`config.mk`:
```
export PLATFORM = sky130hd
export DESIGN_NAME = alu_share_arb_flat
export DESIGN_NICKNAME = d
export VERILOG_FILES = /design/src/rtl/alu_arb_pkg.sv /design/src/rtl/alu_share_arb_if.sv /design/src/rtl/alu_share_arb_pick.sv /design/src/rtl/alu_share_arb.sv /design/src/flat_wrapper.sv
export SDC_FILE = /design/constraint.sdc
export NUM_CORES = 1
export LEC_CHECK = 0
export ABC_AREA = 1
export BUFFER_PORTS_ARGS = -buffer_cell sky130_fd_sc_hd__buf_2
export CAP_MARGIN = 10
export CORE_ASPECT_RATIO = 2
export CORE_MARGIN = 2
export CORE_UTILIZATION = 40
export DETAILED_ROUTE_END_ITERATION = 12
export GPL_TIMING_DRIVEN = 1
export HOLD_SLACK_MARGIN = 0.05
export PLACE_DENSITY = 0.81
export SLEW_MARGIN = 40
export SYNTH_ARGS = -nofsm -noshare
export SYNTH_HDL_FRONTEND = slang
export SYNTH_SLANG_ARGS = --single-unit
```
`constraint.sdc`:
```
create_clock -name clk -period 1.8 [get_ports clk]
set_clock_uncertainty 0.2 [all_clocks]
set_input_delay 0.36 -clock clk [delete_from_list [all_inputs] [get_ports clk]]
set_output_delay 0.36 -clock clk [all_outputs]
set_load 0.005 [all_outputs]
```
`src/rtl/alu_arb_pkg.sv`:
```
// Shared types and constants for the shared-ALU arbiter: FSM states, ALU field
// widths, aluop codes and the latched operation / response records.
package alu_arb_pkg;

    localparam int AOP_W  = 2;
    localparam int FUNC_W = 10;
    localparam int DATA_W = 8;

    typedef enum logic [1:0] {
        IDLE = 2'd0,
        EXEC = 2'd1,
        RESP = 2'd2
    } state_t;

    localparam logic [AOP_W-1:0] LDST  = 2'b00;
    localparam logic [AOP_W-1:0] BR    = 2'b01;
    localparam logic [AOP_W-1:0] RTYPE = 2'b10;

    typedef struct packed {
        logic [AOP_W-1:0]  aluop;
        logic [FUNC_W-1:0] func;
        logic [DATA_W-1:0] a;
        logic [DATA_W-1:0] b;
    } op_t;

    typedef struct packed {
        logic [DATA_W-1:0] result;
        logic              zero;
        logic              carry;
        logic              ovf;
    } rsp_t;

    // Index width for an n-entry requester vector (at least one bit).
    function automatic int idx_w(input int n);
        return (n > 1) ? $clog2(n) : 1;
    endfunction

endpackage

```
`src/rtl/alu_share_arb_if.sv`:
```
// Requester-side request/response bundle of the shared-ALU arbiter.
// master = requesters, slave = arbiter.
interface alu_share_arb_if #(parameter int NREQ = 2);
    import alu_arb_pkg::*;

    logic [NREQ-1:0]        req_valid;
    logic [NREQ-1:0]        req_ready;
    logic [NREQ*AOP_W-1:0]  req_aluop;
    logic [NREQ*FUNC_W-1:0] req_func;
    logic [NREQ*DATA_W-1:0] req_a;
    logic [NREQ*DATA_W-1:0] req_b;

    logic [NREQ-1:0]        rsp_valid;
    logic [NREQ-1:0]        rsp_ready;
    logic [DATA_W-1:0]      rsp_result;
    logic                   rsp_zero;
    logic                   rsp_carry;
    logic                   rsp_ovf;

    modport master (
        output req_valid, req_aluop, req_func, req_a, req_b, rsp_ready,
        input  req_ready, rsp_valid, rsp_result, rsp_zero, rsp_carry, rsp_ovf
    );

    modport slave (
        input  req_valid, req_aluop, req_func, req_a, req_b, rsp_ready,
        output req_ready, rsp_valid, rsp_result, rsp_zero, rsp_carry, rsp_ovf
    );

endinterface

```
`src/rtl/alu_share_arb_pick.sv`:
```
// Grant picker: first asserted request found when searching upward from ptr,
// wrapping at NREQ-1. With ptr tied to zero this is fixed lowest-index priority.
module arb_pick #(
    parameter int NREQ = 2,
    parameter int IW   = 1
) (
    input  logic [NREQ-1:0] req,
    input  logic [IW-1:0]   ptr,
    output logic [NREQ-1:0] gnt,
    output logic [IW-1:0]   idx
);

    logic found;
    int   c;

    always_comb begin
        gnt   = '0;
        idx   = '0;
        found = 1'b0;
        c     = 0;
        for (int off = 0; off < NREQ; off++) begin
            c = int'(ptr) + off;
            if (c >= NREQ) c = c - NREQ;
            if (!found && req[c]) begin
                found  = 1'b1;
                gnt[c] = 1'b1;
                idx    = IW'(c);
            end
        end
    end

endmodule

```
`src/rtl/alu_share_arb.sv`:
```
// Shares one combinational ALU between NREQ requesters, one operation at a time.
// Define ALU_ARB_RR_EN for round-robin grants; otherwise lowest index wins.
module alu_share_arb
    import alu_arb_pkg::*;
#(
    parameter int NREQ = 2
) (
    input  logic              clk,
    input  logic              reset,
    alu_share_arb_if.slave    bus,
    output logic [AOP_W-1:0]  alu_aluop,
    output logic [FUNC_W-1:0] alu_func,
    output logic [DATA_W-1:0] alu_a,
    output logic [DATA_W-1:0] alu_b,
    input  logic [DATA_W-1:0] alu_result,
    input  logic              alu_zero,
    input  logic              alu_carry,
    input  logic              alu_ovf,
    output logic              busy
);

    localparam int IW = idx_w(NREQ);

    state_t          state, nstate;
    op_t             op_q, op_sel;
    rsp_t            rsp_q;
    logic [IW-1:0]   g_q;
    logic [IW-1:0]   pick_idx;
    logic [IW-1:0]   ptr;
    logic [NREQ-1:0] pick_gnt;
    logic            accept;
    logic            rsp_done;

    arb_pick #(.NREQ(NREQ), .IW(IW)) u_pick (
        .req (bus.req_valid),
        .ptr (ptr),
        .gnt (pick_gnt),
        .idx (pick_idx)
    );

    assign accept   = (state == IDLE) && (|bus.req_valid);
    assign rsp_done = (state == RESP) && bus.rsp_ready[g_q];

`ifdef ALU_ARB_RR_EN
    // Search for the next grant starts just past the last winner.
    logic [IW-1:0] ptr_q;

    always_ff @(posedge clk) begin
        if (reset)       ptr_q <= '0;
        else if (accept) ptr_q <= (pick_idx == IW'(NREQ - 1)) ? '0 : pick_idx + IW'(1);
    end

    assign ptr = ptr_q;
`else
    assign ptr = '0;
`endif

    // Operand slice of the winning requester; grant is one-hot so an OR-style mux is safe.
    always_comb begin
        op_sel = '0;
        for (int i = 0; i < NREQ; i++) begin
            if (pick_gnt[i]) begin
                op_sel.aluop = bus.req_aluop[i*AOP_W +: AOP_W];
                op_sel.func  = bus.req_func[i*FUNC_W +: FUNC_W];
                op_sel.a     = bus.req_a[i*DATA_W +: DATA_W];
                op_sel.b     = bus.req_b[i*DATA_W +: DATA_W];
            end
        end
    end

    always_ff @(posedge clk) begin
        if (reset) state <= IDLE;
        else       state <= nstate;
    end

    always_comb begin
        nstate = state;
        case (state)
            IDLE:    if (accept)   nstate = EXEC;
            EXEC:                  nstate = RESP;
            RESP:    if (rsp_done) nstate = IDLE;
            default:               nstate = IDLE;
        endcase
    end

    always_comb begin
        bus.req_ready = '0;
        bus.rsp_valid = '0;
        busy          = (state != IDLE);
        case (state)
            IDLE:    bus.req_ready = pick_gnt;
            RESP:    bus.rsp_valid[g_q] = 1'b1;
            default: ;
        endcase
    end

    // Operands move only on accept; the response is captured once, in EXEC,
    // so rsp_* stays frozen through any amount of backpressure.
    always_ff @(posedge clk) begin
        if (reset) begin
            op_q  <= '0;
            g_q   <= '0;
            rsp_q <= '0;
        end else begin
            if (accept) begin
                op_q <= op_sel;
                g_q  <= pick_idx;
            end
            if (state == EXEC) begin
                rsp_q <= '{result: alu_result, zero: alu_zero, carry: alu_carry, ovf: alu_ovf};
            end
        end
    end

    assign alu_aluop      = op_q.aluop;
    assign alu_func       = op_q.func;
    assign alu_a          = op_q.a;
    assign alu_b          = op_q.b;
    assign bus.rsp_result = rsp_q.result;
    assign bus.rsp_zero   = rsp_q.zero;
    assign bus.rsp_carry  = rsp_q.carry;
    assign bus.rsp_ovf    = rsp_q.ovf;

endmodule

```
`src/flat_wrapper.sv`:
```
// flat-port wrapper written by rule: the top's interface ports become plain ports
module alu_share_arb_flat import alu_arb_pkg::*;
#(
    parameter int NREQ = 2
)
  (clk, reset, alu_aluop, alu_func, alu_a, alu_b, alu_result, alu_zero, alu_carry, alu_ovf, busy, bus_req_valid, bus_req_aluop, bus_req_func, bus_req_a, bus_req_b, bus_rsp_ready, bus_req_ready, bus_rsp_valid, bus_rsp_result, bus_rsp_zero, bus_rsp_carry, bus_rsp_ovf);
  alu_share_arb_if #(.NREQ(NREQ)) bus_i ();
  input  logic clk;
  input  logic reset;
  output logic [AOP_W-1:0] alu_aluop;
  output logic [FUNC_W-1:0] alu_func;
  output logic [DATA_W-1:0] alu_a;
  output logic [DATA_W-1:0] alu_b;
  input  logic [DATA_W-1:0] alu_result;
  input  logic alu_zero;
  input  logic alu_carry;
  input  logic alu_ovf;
  output logic busy;
  input wire logic [$bits(bus_i.req_valid)-1:0] bus_req_valid;
  input wire logic [$bits(bus_i.req_aluop)-1:0] bus_req_aluop;
  input wire logic [$bits(bus_i.req_func)-1:0] bus_req_func;
  input wire logic [$bits(bus_i.req_a)-1:0] bus_req_a;
  input wire logic [$bits(bus_i.req_b)-1:0] bus_req_b;
  input wire logic [$bits(bus_i.rsp_ready)-1:0] bus_rsp_ready;
  output wire logic [$bits(bus_i.req_ready)-1:0] bus_req_ready;
  output wire logic [$bits(bus_i.rsp_valid)-1:0] bus_rsp_valid;
  output wire logic [$bits(bus_i.rsp_result)-1:0] bus_rsp_result;
  output wire logic [$bits(bus_i.rsp_zero)-1:0] bus_rsp_zero;
  output wire logic [$bits(bus_i.rsp_carry)-1:0] bus_rsp_carry;
  output wire logic [$bits(bus_i.rsp_ovf)-1:0] bus_rsp_ovf;
  assign bus_i.req_valid = bus_req_valid;
  assign bus_i.req_aluop = bus_req_aluop;
  assign bus_i.req_func = bus_req_func;
  assign bus_i.req_a = bus_req_a;
  assign bus_i.req_b = bus_req_b;
  assign bus_i.rsp_ready = bus_rsp_ready;
  assign bus_req_ready = bus_i.req_ready;
  assign bus_rsp_valid = bus_i.rsp_valid;
  assign bus_rsp_result = bus_i.rsp_result;
  assign bus_rsp_zero = bus_i.rsp_zero;
  assign bus_rsp_carry = bus_i.rsp_carry;
  assign bus_rsp_ovf = bus_i.rsp_ovf;
  alu_share_arb #(.NREQ(NREQ)) u_core (.clk(clk), .reset(reset), .bus(bus_i), .alu_aluop(alu_aluop), .alu_func(alu_func), .alu_a(alu_a), .alu_b(alu_b), .alu_result(alu_result), .alu_zero(alu_zero), .alu_carry(alu_carry), .alu_ovf(alu_ovf), .busy(busy));
endmodule
```
=== Word level (Yosys, flattened, before mapping) ===
Cells that the tools add are included.
W data, S select, Z words.

* Bits in read-only memories: 0
* Input bits: 73
* Output and inout bits: 44
* Memory bits (writable): 0
* Bits in latches: 0
* Bits in registers: 42
* Memories kept: 0
* Logic and storage cells: 40

* Multipliers: 0
* Equal/unequal tests: 4
* Shift operators: 0
* Reductions and logical operators: 9
* Order comparisons: 2
* Bitwise logic cells: 0
* Multiplexer cells: 15
* $add $sub $neg: 0
* Divide/modulo/power cells: 0

{| class="wikitable"
|+ Operators with widths
! kind !! count
|-
| $mux W28 || 2
|-
| $mux W2 || 5
|-
| $mux W1 || 6
|-
| $pmux W2 S3 || 1
|-
| $logic_and A1 B1 Y1 || 4
|-
| $ne A2 B1 Y1 const B || 2
|-
| $eq A2 B1 Y1 const B || 1
|-
| $eq A2 B2 Y1 const B || 1
|-
| $logic_not A2 Y1 || 1
|-
| $lt A1 B2 Y1 const B || 1
|-
| $reduce_and A2 Y1 || 1
|-
| $reduce_bool A2 Y1 || 1
|-
| $reduce_or A2 Y1 || 1
|-
| $demux W1 S1 || 1
|-
| $ge A1 B1 Y1 const B || 1
|-
| $logic_not A1 Y1 || 1
|}

=== Depth between registers and ports, before layout ===
* Depth after elaboration: 6
* Depth in mapped cells: 8

=== Cells and area by module ===
A second synthesis with hierarchy kept.

* Cell total of the unflattened synthesis: 354
* Area, all modules: 2124.5 µm²

{| class="wikitable"
|+ By module, submodules not included
! module !! cells each !! area an instance (µm²) !! seq. area each (µm²) !! times used
|-
| alu_share_arb || 349 || 2095.8 || 840.8 || 1
|-
| arb_pick || 5 || 28.8 || 0.0 || 1
|}

=== Worst setup path after synthesis ===
OpenSTA, ideal clock, no wires.

* Kind: input to output
* Start point: input port bus_req_valid[0]
* End point: output port bus_req_ready[0]
* Arrival: 0.772 ns
* Path slack: 0.468 ns
* Data required time: 1.240 ns
* Buffers on the path: 1
* Cell stages on the path: 3
* Path through: clkbuf_1 -> nand2_1 -> inv_1

* Word-level cells in the longest chain between the ends: 3

{| class="wikitable"
|+ Ends and longest elaborated chain
! item !! RTL line !! source
|-
| start: declaration || flat_wrapper.sv:19 || <nowiki>input wire logic [$bits(bus_i.req_valid)-1:0] bus_req_valid;</nowiki>
|-
| $mux W1 || alu_share_arb_pick.sv:24 || <nowiki>if (!found && req[c]) begin</nowiki>
|-
| $mux W2 || alu_share_arb_pick.sv:24 ||
|-
| $mux W2 || alu_share_arb.sv:90 || <nowiki>case (state)</nowiki>
|-
| end: declaration || flat_wrapper.sv:25 || <nowiki>output wire logic [$bits(bus_i.req_ready)-1:0] bus_req_ready;</nowiki>
|}

No other way between the ends.

=== Final worst setup path ===
* Start point: register u_core.state[1]
* End point: output port bus_req_ready[1]

* Word-level cells in the longest chain between the ends: 2

{| class="wikitable"
|+ Ends and longest elaborated chain
! item !! RTL line !! source
|-
| start: declaration || alu_share_arb.sv:24 || <nowiki>state_t state, nstate;</nowiki>
|-
| start signal: assignment || alu_share_arb.sv:73 || <nowiki>else state <= nstate;</nowiki>
|-
| $logic_not A2 Y1 || alu_share_arb.sv:90 ||
|-
| $mux W2 || alu_share_arb.sv:90 ||
|}

No other way between the ends.

==> qor.txt <==
RUN STATUS
--------------------------------------------------------------------------------
Result of the run                                                      completed

LAYOUT
--------------------------------------------------------------------------------
Antenna diodes                                                                 0
FILL cells                                                                   549
Area overhead of the layout relative to synthesis                         34.29%
Count of nets after finishing                                                529
Final std cells w/o fill                                                     515
Share of cells above drive strength 1                                     30.42%
Layout Utilization                                                        55.04%

CLOCK TREE
--------------------------------------------------------------------------------
CTS tree                                                                   built
Clock Path Buffers                                                             2
Clock insertion delay at the later pin of the skew report                0.30 ns
Root Driver                                                             clkbuf_8
Reg clk slew, reported paths                                             0.09 ns
Clock Sinks                                                                   42
Cts bufs inserted                                                              5
H-tree levels                                                                  2

YOSYS
--------------------------------------------------------------------------------
Xor/xnor cell area share of the yosys netlist                                 0%
Ys async rst share                                                            0%
Mean post-synth cell area                                             6.032 um^2
Top cell type by total area after synthesis                              dfxtp_1
Count of state elements after synthesis                                       42
Count of synthesis-stage warnings from yosys                                   0
Synth Instances                                                              346
Simple-gate share of the synthesized area                                 44.06%
Compound-Gate Fraction of Synth Area                                      3.118%
Post-synth top area share                                                 40.29%
Largest family of logic cells by synthesized area                   simple AND/OR/NAND/NOR gates
Sequential fraction of the synthesis area                                 40.29%
Adder-cell area share of the yosys netlist                                    0%
Post-Syn Area                                                          2087 um^2
Top cells by area, synth                                            dfxtp_1 40%, nand2_1 21%, nor2_1 15%
Total nets after synthesis                                                   419
Post-synth EDFFs                                                               0
Commonest cells post-synth                                          119 x nand2_1, 83 x nor2_1, 42 x dfxtp_1, 32 x inv_1, 29 x nand3_1
Most used standard cell by instance count after synthesis                nand2_1
Most common flop cell mapped by yosys                                    dfxtp_1
Multiplexer share of the synthesized area                                     0%
Number of unique standard cell types used by synthesis                        15

CRITICAL PATH
--------------------------------------------------------------------------------
Kind of critical path                                               flop to output pin
Endpoint class of the critical path                                   output pin
Top fanout value on the critical path                                          4
Critical path required time                                              1.24 ns
Arrival time of the worst setup path                                     1.15 ns
Crit path launch                                                    u_core.state[1]
Startpoint Class                                                            flop
Startpoint of the worst-slack reg-to-reg timing path                u_core.state[1]

FLOORPLANNING
--------------------------------------------------------------------------------
Core Footprint                                                         5092 um^2
Starting utilization of the core area                                     40.98%
Die Width                                                               55.08 um
Standard-cell rows                                                            37
Top-level I/O count                                                          117
Die Height                                                              106.2 um
Floorplan die area                                                     5846 um^2

GLOBAL ROUTING
--------------------------------------------------------------------------------
Gr usage total                                                            20.29%
Global-route met3 utilization                                             2.809%
Global Route met2 Usage                                                   38.27%
Number of antenna violations at the first check in global routing              0
Global routing's busiest layer                                              met2
Vias in the first global route                                              2163
Pin count of the biggest net entering global routing                          33
Global routing met1 resource utilization                                  20.19%
Global route overflow                                                          0
Wire length of the first global-routing pass                            8.873 mm

POWER AND IR DROP
--------------------------------------------------------------------------------
Power density over the cells                                        839.6 nW/um^2
Static leakage                                                          1.648 nW
Max IR drop VDD                                                        0.6975 mV

TIMING
--------------------------------------------------------------------------------
Setup-violating endpoint count in the final report                             0
Transition time of the tightest slew-check pin                         0.4332 ns
Final worst-path cycle share                                              94.72%
Post-layout minimum cycle time                                          1.705 ns
Setup repair after global routing missed its margin                        false
Number of pins exceeding their max-slew limit in the final report              0
Hold Violations, Final                                                         0
Accumulated negative setup slack                                            0 ns
Max transition margin                                                     71.05%
F_max                                                                  586.5 MHz
Smallest setup slack after layout                                     0.09497 ns

PLACED DESIGN
--------------------------------------------------------------------------------
Final HPWL DP                                                           4.273 mm
Global placement routability congestion                                   0.7641
Count of buffers from port buffering                                         116
Number of placed cells counting well taps                                    506
Post-Place Worst Slack                                                 0.2125 ns

ROUTING
--------------------------------------------------------------------------------
Post-DR vias/cell                                                          4.586
First DRT Iteration DRCs                                                      64
Total number of vias                                                        2362
Detailed-router iteration count before antenna repair                          4
Routed Antenna Nets                                                            0
Routed wire length per instance                                         11.03 um
Total length of routed wires                                            5.681 mm
Drt drc                                                                        0

FLOW RUN
--------------------------------------------------------------------------------
Reported max-cap violation count                                               0

MIN PATH
--------------------------------------------------------------------------------
Hold/Removal Path Class                                             input port to flop
HP Start                                                            alu_result[7]

==> cell families after synthesis <==
family / Yosys count
buf+inv: 58
simple gates: 233
flops: 42
compound gates: 13
==> critical path: stages, from the launching register on <==
cell and delay, ns:
dfxtp_2 0.35, nor2_4 0.17, inv_2 0.06, nor3_1 0.13, buf_2 0.14
==> what timing repair did <==
action                     in CTS  in global routing
hold buffers                    1                  0
resized for setup               0                  1
setup endpoints to repair       0                  1
hold endpoints to repair        2                  0
setup buffers                   0                  0
==> routing by layer <==
layer / part of all wire (%) / wire length [um]
met1: 37 / 2130
met2: 57 / 3219
met3: 4.2 / 239
met4: 1.6 / 92
met5: 0 / 0
==> metrics by stage <==
step                instance area (um^2)  power [mW]  hold WS (ns)
floorplan                           2087       1.490        0.2291
global route                        2803       2.517       0.09944
CTS                                 2801       2.387       0.08068
detailed placement                  2698       1.744        0.2681
global placement                    2698       1.721        0.2602
finish                              2803       2.353       0.08488
==> power breakdown <==
group          switching [mW]  internal (mW)
registers              0.0543           1.04
clock network           0.353          0.280
logic                   0.348          0.280
total                   0.755           1.60
==> path summary, 6_finish.rpt <==
kind / cells after the start / slack [ns] / endpoint
worst max-delay path: 4 / 0.09 / bus_req_ready[1]
worst max register to register: 5 / 0.38 / u_core.bus.rsp_result[2]
worst min-delay path: 3 / 0.08 / u_core.bus.rsp_result[7]
worst min register to register: 2 / 0.28 / u_core.bus.rsp_result[7]
==> sequential cells by signal, summed over array words and instances (netlist names) <==
register	count
u_core.g_q	1
u_core.alu_b	8
u_core.alu_a	8
u_core.bus.rsp_ovf	1
u_core.alu_func	10
u_core.bus.rsp_result	8
u_core.state	2
u_core.bus.rsp_zero	1
u_core.alu_aluop	2
u_core.bus.rsp_carry	1
==> cells in the final DEF (no fill, tap or decap), types with 5 or more instances in the layout <==
| master | instances |
|---|---|
| nand2_1 | 118 |
| buf_2 | 116 |
| nor2_1 | 83 |
| dfxtp_1 | 41 |
| inv_1 | 32 |
| nand3_1 | 29 |
| o21ai_1 | 10 |
| inv_2 | 5 |
| clkbuf_8 | 5 |
| buf_4 | 5 |
==> layout make-up <==
| cell class | count | area [um^2] | area share (%) |
|---|---|---|---|
| clock inverters | 3 | 25.02 | 0.8929 |
| clock buffers | 5 | 68.82 | 2.455 |
| flip-flops and latches | 42 | 842.1 | 30.04 |
| repair buffers | 124 | 668.1 | 23.84 |
| inverters | 37 | 138.9 | 4.955 |
| multi-input cells | 246 | 987.2 | 35.22 |
| well taps | 58 | 72.57 | 2.589 |
(Power assumes the default switching activity.)
